**config.mk**
```make
export PLATFORM = sky130hd
export DESIGN_NAME = alsu_cmd_issuer
export DESIGN_NICKNAME = d
export VERILOG_FILES = /design/src/rtl/alsu_cmd_issuer.sv
export SDC_FILE = /design/constraint.sdc
export NUM_CORES = 1
export LEC_CHECK = 0
export ABC_AREA = 1
export BUFFER_PORTS_ARGS = -buffer_cell sky130_fd_sc_hd__clkbuf_2
export CORE_AREA = 2 2 97 99
export CTS_BUF_LIST = sky130_fd_sc_hd__clkbuf_4 sky130_fd_sc_hd__clkbuf_8
export CTS_CLUSTER_DIAMETER = 60
export DETAILED_ROUTE_END_ITERATION = 10
export DIE_AREA = 0 0 99 101
export PLACE_DENSITY = 0.8
export SETUP_SLACK_MARGIN = 0.4
export SLEW_MARGIN = 20
export SYNTH_ARGS = -nofsm -noshare
export SYNTH_HDL_FRONTEND = slang
export SYNTH_SLANG_ARGS = --single-unit
```
**constraint.sdc**
```tcl
create_clock -name clk -period 4.46 [get_ports clk]
set_input_delay 0.892 -clock clk [delete_from_list [all_inputs] [get_ports clk]]
set_output_delay 0.892 -clock clk [all_outputs]
set_load 0.03 [all_outputs]
```
**src/rtl/alsu_cmd_issuer.sv**
```systemverilog
// alsu_cmd_issuer: FIFO-buffered ALSU command issuer with repeat expansion and a latency-matched tagged response strobe
module alsu_cmd_issuer #(
    parameter int DEPTH    = 4,
    parameter int TAG_W    = 4,
    parameter int ALSU_LAT = 2
) (
    input  logic                       clk,
    input  logic                       reset,
    input  logic                       cmd_valid,
    output logic                       cmd_ready,
    input  logic [2:0]                 cmd_opcode,
    input  logic [2:0]                 cmd_A,
    input  logic [2:0]                 cmd_B,
    input  logic                       cmd_cin,
    input  logic                       cmd_serial_in,
    input  logic                       cmd_direction,
    input  logic                       cmd_red_op_A,
    input  logic                       cmd_red_op_B,
    input  logic                       cmd_bypass_A,
    input  logic                       cmd_bypass_B,
    input  logic [2:0]                 cmd_repeat,
    input  logic [TAG_W-1:0]           cmd_tag,
    output logic [2:0]                 opcode,
    output logic [2:0]                 A,
    output logic [2:0]                 B,
    output logic                       cin,
    output logic                       serial_in,
    output logic                       direction,
    output logic                       red_op_A,
    output logic                       red_op_B,
    output logic                       bypass_A,
    output logic                       bypass_B,
    output logic                       issue_valid,
    output logic                       rsp_valid,
    output logic [TAG_W-1:0]           rsp_tag,
    output logic                       rsp_last,
    output logic [$clog2(DEPTH+1)-1:0] count,
    output logic                       empty,
    output logic                       full
);
    localparam int PW    = $clog2(DEPTH);
    localparam int CW    = $clog2(DEPTH+1);
    localparam int PIN_W = 16;
    localparam int W     = PIN_W + TAG_W + 3;

    typedef enum logic {IDLE, ACTIVE} state_t;

    state_t           state_q, state_d;
    logic [W-1:0]     mem_q [DEPTH];
    logic [PW-1:0]    wr_ptr_q, wr_ptr_d, rd_ptr_q, rd_ptr_d;
    logic [CW-1:0]    count_q, count_d;
    logic             empty_q, empty_d, full_q, full_d;
    logic [PIN_W-1:0] pins_q, pins_d;
    logic             issue_q, issue_d;
    logic [TAG_W-1:0] tag_q, tag_d;
    logic [2:0]       rpt_q, rpt_d;
    logic [TAG_W+1:0] pipe_q [ALSU_LAT];
    logic [TAG_W+1:0] pipe_d [ALSU_LAT];
    logic             push, pop, hold;
    logic [W-1:0]     cmd_word, head;
    logic [2:0]       head_op, head_rpt;

    assign cmd_word = {cmd_repeat, cmd_tag, cmd_opcode, cmd_A, cmd_B, cmd_cin, cmd_serial_in,
                       cmd_direction, cmd_red_op_A, cmd_red_op_B, cmd_bypass_A, cmd_bypass_B};
    assign head     = mem_q[rd_ptr_q];
    assign head_op  = head[PIN_W-1 -: 3];
    assign head_rpt = head[W-1 -: 3];

    always_comb begin
        push     = cmd_valid && !full_q;
        hold     = (state_q == ACTIVE) && (rpt_q != 3'd0);
        pop      = !hold && !empty_q;
        wr_ptr_d = push ? wr_ptr_q + 1'b1 : wr_ptr_q;
        rd_ptr_d = pop ? rd_ptr_q + 1'b1 : rd_ptr_q;
        count_d  = count_q + CW'(push) - CW'(pop);
        empty_d  = count_d == '0;
        full_d   = count_d == CW'(DEPTH);
        state_d  = (hold || pop) ? ACTIVE : IDLE;
        issue_d  = hold || pop;
        pins_d   = hold ? pins_q : pop ? head[PIN_W-1:0] : '0;
        tag_d    = hold ? tag_q : pop ? head[PIN_W +: TAG_W] : '0;
        // Repeat is only meaningful for the shift and rotate opcodes
        rpt_d    = hold ? rpt_q - 3'd1 :
                   (pop && (head_op == 3'd4 || head_op == 3'd5)) ? head_rpt : 3'd0;
        pipe_d[0] = {issue_q, tag_q, issue_q && (rpt_q == 3'd0)};
        for (int i = 1; i < ALSU_LAT; i++) pipe_d[i] = pipe_q[i-1];
    end

    always_ff @(posedge clk) begin
        if (reset) begin
            state_q  <= IDLE;
            wr_ptr_q <= '0;
            rd_ptr_q <= '0;
            count_q  <= '0;
            empty_q  <= 1'b1;
            full_q   <= 1'b0;
            pins_q   <= '0;
            issue_q  <= 1'b0;
            tag_q    <= '0;
            rpt_q    <= '0;
            for (int i = 0; i < ALSU_LAT; i++) pipe_q[i] <= '0;
        end else begin
            state_q  <= state_d;
            wr_ptr_q <= wr_ptr_d;
            rd_ptr_q <= rd_ptr_d;
            count_q  <= count_d;
            empty_q  <= empty_d;
            full_q   <= full_d;
            pins_q   <= pins_d;
            issue_q  <= issue_d;
            tag_q    <= tag_d;
            rpt_q    <= rpt_d;
            pipe_q   <= pipe_d;
        end
    end

    always_ff @(posedge clk) begin
        if (push) mem_q[wr_ptr_q] <= cmd_word;
    end

    assign {opcode, A, B, cin, serial_in, direction, red_op_A, red_op_B, bypass_A, bypass_B} = pins_q;
    assign issue_valid = issue_q;
    assign rsp_valid   = pipe_q[ALSU_LAT-1][TAG_W+1];
    assign rsp_tag     = pipe_q[ALSU_LAT-1][TAG_W:1];
    assign rsp_last    = pipe_q[ALSU_LAT-1][0];
    assign cmd_ready   = !full_q;
    assign count       = count_q;
    assign empty       = empty_q;
    assign full        = full_q;
endmodule

```
## Word-level counts from Yosys, hierarchy flattened

Memories as Yosys holds them, arrays and structs flattened. A register that Yosys moved wholly into a read port is not among the register bits.
Index checks and enable logic that the tools add are counted.
Widths: inputs -> output; s select.

- Memories: 1
- Bits of input ports: 26
- Output and inout bits: 29
- Register bits after elaboration: 46
- Bits in writable memories: 92

- Add/sub/neg operators: 5
- Eq/ne operators: 3
- Mux-type cells: 9
- Reduce and logical (&&, ||, !) cells: 13

Memories:

| name | words | bits a word | read ports | clocked after Yosys merged registers in | wr ports | line | source |
|---|---|---|---|---|---|---|---|
| mem_q | 4 | 23 | 1 | 1 | 1 | 49 | `logic [W-1:0] mem_q [DEPTH];` |

Operators with widths:

| cell | count |
|---|---|
| $mux 16 | 1 |
| $eq 3x3->1 const B | 3 |
| $logic_not 3->1 | 2 |
| $mux 3 | 2 |
| $logic_and 1x1->1 | 5 |
| $add 2x1->2 const B | 2 |
| $mux 2 | 2 |
| $mux 4 | 1 |
| $add 3x1->3 | 1 |
| $logic_not 1->1 | 3 |
| $mux 1 | 3 |
| $reduce_bool 3->1 | 1 |
| $sub 3x1->3 | 1 |
| $sub 3x1->3 const B | 1 |
| $logic_or 1x1->1 | 2 |

## Depth between registers and ports, before layout

- Word-level depth: 7
- Gate-level depth with buffers: 13
- Depth with buffers taken out: 12

## Worst setup path after synthesis

Ideal clock, no wire load.

- Path kind: input port to flip-flop
- Start: input cmd_valid
- End: memory mem_q[0][0] (netlist bit) (enable)
- Setup slack: 1994 ps
- Buffers on the path: 0
- Setup time: 403 ps
- Data required time: 4057 ps
- Cell stages on the path: 2
- Data arrival time: 2063 ps
- Cell sequence: nand2_1 -> nor2_1

- Word-level cells in the longest chain between the ends: 3

RTL lines:

| what | line | source |
|---|---|---|
| start: declaration | 9 | `input logic cmd_valid,` |
| $logic_and 1x1->1 | 70 | `push = cmd_valid && !full_q;` |
| $mux 1 | 118 | `if (push) mem_q[wr_ptr_q] <= cmd_word;` |
| $mux 1 (implied by the code) | 118 |  |
| end: declaration | 49 |  |

No other way between the ends.

## Final worst setup path

- Start: register rpt_q[0]
- End: register full_q, in the netlist full

- Word-level cells in the longest chain between the ends: 6

RTL lines:

| what | line | source |
|---|---|---|
| start: declaration | 56 | `logic [2:0] rpt_q, rpt_d;` |
| start signal: assignment | 112 | `rpt_q <= rpt_d;` |
| $reduce_bool 3->1 | 71 | `hold = (state_q == ACTIVE) && (rpt_q != 3'd0);` |
| $logic_and 1x1->1 | 71 |  |
| $logic_not 1->1 | 72 | `pop = !hold && !empty_q;` |
| $logic_and 1x1->1 | 72 |  |
| $sub 3x1->3 | 75 | `count_d = count_q + CW'(push) - CW'(pop);` |
| $eq 3x3->1 | 77 | `full_d = count_d == CW'(DEPTH);` |
| end signal: assignment | 108 | `full_q <= full_d;` |
| end: declaration | 52 | `logic empty_q, empty_d, full_q, full_d;` |

No other way between the ends.
A chain may end at the register's enable or synchronous reset.

==> summary.md <==
| Metric | Value |
|---|---|
| Die width | `99 um` |
| Height of the chip | `101 um` |
| Peak VDD IR | `0.259 mV` |
| Final net count | `535` |
| Total track usage | `21.3%` |
| Synth Instances | `442` |
| PortBufs | `54` |
| Fmax | `386 MHz` |
| Mapped Area | `5190 um^2` |
| Cell area after layout | `5960 um^2` |
| Number of flops mapped to enable cells by yosys | `92` |
| Core area | `8980 um^2` |
| Top post-synthesis cells by count | `92 x edfxtp_1, 71 x nand2_1, 47 x dfxtp_1, 47 x nor2_1, 40 x inv_1` |
| Final WL | `10,100 um` |
| Starting density of the core | `57.8%` |
| Cell Rows | `35` |
| Largest net degree at the start of global routing | `47` |
| Critical path arrival | `2960 ps` |
| Leak Pwr | `2.33 nW` |
| Max-cap violations | `0` |
| Net Sw Power | `1.25 mW` |
| Initial DRC count | `204` |
| Top-area cell type share of the netlist area | `53.2%` |
| Async SR Flop Fraction | `0%` |
| Cell taking the most area after synthesis | `edfxtp_1` |
| DIE AREA | `10000 um^2` |
| Hold_ws | `404 ps` |
| Setup Fix Bufs, Post-CTS | `0` |
| Final core utilization | `66.4%` |
| Drt drc | `0` |
| Area growth, synth to finish | `14.9%` |
| Max Root-Sink Buffers | `2` |
| DP Wirelength | `6270 um` |
| Diode count | `0` |
| Worst slew pin tran | `1070 ps` |
| Critical Path RT | `4820 ps` |
| Seq/Total Area, Yosys | `71.4%` |
| Post-Syn Nets | `476` |
| Post-Route Setup TNS | `0 ps` |
| Final Power | `3.73 mW` |
| Top cells by area, synth | `edfxtp_1 53%, dfxtp_1 18%, nand2_1 5.1%, nor2_1 3.4%, o21ai_0 3.4%` |
| Clk_skew | `8.12 ps` |
| Num CTS Buffers | `17` |
| Yosys warns | `0` |
| Vias in the first global route | `3,304` |
| Setup-failing EPs final | `0` |
| Sw Share | `33.4%` |
| 1st-pass router iterations | `7` |
| Min-Delay Path Class | `reg -> reg` |
| Min Tclk post-route | `2590 ps` |
| Clk sink count | `139` |
| Synth unique cells | `29` |
| Comb pwr share | `25.0%` |
| Via count | `3,366` |
| IO Pins | `55` |
| Post-place instance area | `5530 um^2` |
| Seq cells post-synth | `139` |
| Post-cts repair resize count | `0` |
| Hold_buf cts | `0` |
| PwrDens | `626 nW/um^2` |
| Slew headroom | `28.3%` |
| Wire length per cell | `16.2 um` |
| Sequential power share | `45.4%` |
| Most numerous cell in the Yosys netlist | `edfxtp_1` |
| Grt ovf | `0` |
| Final ANT Viol Nets | `0` |
| Clock Latency Late Sink | `420 ps` |
| Fraction of layout cells with a size suffix above 1 | `19.8%` |
| Clock root cell | `clkbuf_8` |
| CP max FO | `19` |
| Initial antenna violation count | `0` |
| Max Slew Vio Count | `0` |
| Internal Power | `2.49 mW` |
| Clock power frac | `29.6%` |
| First-pass GRT wire length | `16,000 um` |
| Setup CP Type | `reg -> reg` |
| Vias per cell | `5.39` |
| Crit share post-route | `58.2%` |
| CP Launch Type | `register` |
| Ys flop type | `edfxtp_1` |
| Clock transition at path regs | `80 ps` |
| Endpoint class of the critical path | `register` |
| Synthesized area per cell | `11.7 um^2` |
| H-tree level count | `4` |
| Global placer's final weighted congestion | `0.787` |
| Endpoints failing hold | `0` |
| RSZ-0062 raised after global routing | `no` |
| Status | `completed` |
| CTS tree | `done` |
## routing by layer
metal | up-vias | track usage (%) | routed length [um]
met3 | 25 | 5.76 | 727
met1 | 1598 | 27.2 | 4230
met2 | 119 | 34.1 | 4900
li1 | 1624 | - | -
met5 | - | 0 | 0
met4 | 0 | 9.91 | 274
## layout by cell type (no fill, tap or decap), drive strengths merged
master,count
a21oi,18
dfxtp,47
o22a,7
inv,47
nand4,3
clkinvlp,1
fa,1
clkbuf,75
buf,5
edfxtp,92
o22ai,11
o21ai,45
nand3,22
clkinv,3
nand2,71
or2,2
a21o,1
xor2,1
ha,7
xnor2,1
bufinv,4
nor3,1
nor2,49
## power by group through the flow
stage | Combinational, mW | Sequential (mW) | Clock (mW)
after global placement | 0.893 | 1.72 | 0
final | 0.933 | 1.69 | 1.11
after global routing | 1.03 | 1.72 | 1.17
after detailed placement | 0.927 | 1.72 | 0
after floorplan | 0.597 | 1.80 | 0
after CTS | 0.934 | 1.70 | 1.12
## worst max-delay path: stages, from the launching register on
cell and delay [ps]:
dfxtp_1 310, inv_1 60, ha_1 250, a21oi_4 390, nor2_4 160, nand2_1 140, nand2_1 70, ha_1 190
fa_1 370, xnor2_1 200, xor2_1 210, nand2_1 90, nor2_1 90
## metrics by stage
stage,worst slack [ps],std cells
after floorplan,1990,442
after global placement,1890,593
after detailed placement,1790,593
after CTS,1830,625
after global routing,1680,625
final,1870,625
## cell families after synthesis
group / share of synthesized area (%)
AND/OR/NAND/NOR: 11.7
buffers and inverters: 5.59
adder cells (fa/ha/maj): 2.07
XOR/XNOR: 0.338
AO/OA/AOI/OAI: 8.94
flip-flops: 71.4
## area by class of cell
cell class	count	area, um^2
Fill cell	639	3010
Clock inverter	11	168
Tap cell	111	139
Timing Repair Buffer	59	308
Inverter	44	170
Multi-Input combinational cell	240	1210
Clock buffer	21	270
Sequential cell	139	3700
## worst paths after layout
kind	start	to	slack (ps)	depth (start not counted)
worst min register to register	pipe_d[3]$_SDFF_PP0_	rsp_tag[2]$_SDFF_PP0_	400	2
worst max register to register	rpt_q[0]$_SDFF_PP0_	full$_SDFF_PP0_	1870	12
worst max-delay path	rpt_q[0]$_SDFF_PP0_	full$_SDFF_PP0_	1870	12
worst min-delay path	pipe_d[3]$_SDFF_PP0_	rsp_tag[2]$_SDFF_PP0_	400	2
## sequential cells by signal, summed over array words and instances, names as in the netlist, 2 cells and up, named ones only
| name | count |
|---|---|
| tag_q | 4 |
| rpt_q | 3 |
| pins_q | 16 |
| mem_q | 92 |
| rd_ptr_q | 2 |
| rsp_tag | 4 |
| pipe_d | 6 |
| count | 3 |
| wr_ptr_q | 2 |
No activity file was read; power rests on OpenSTA's default activity.
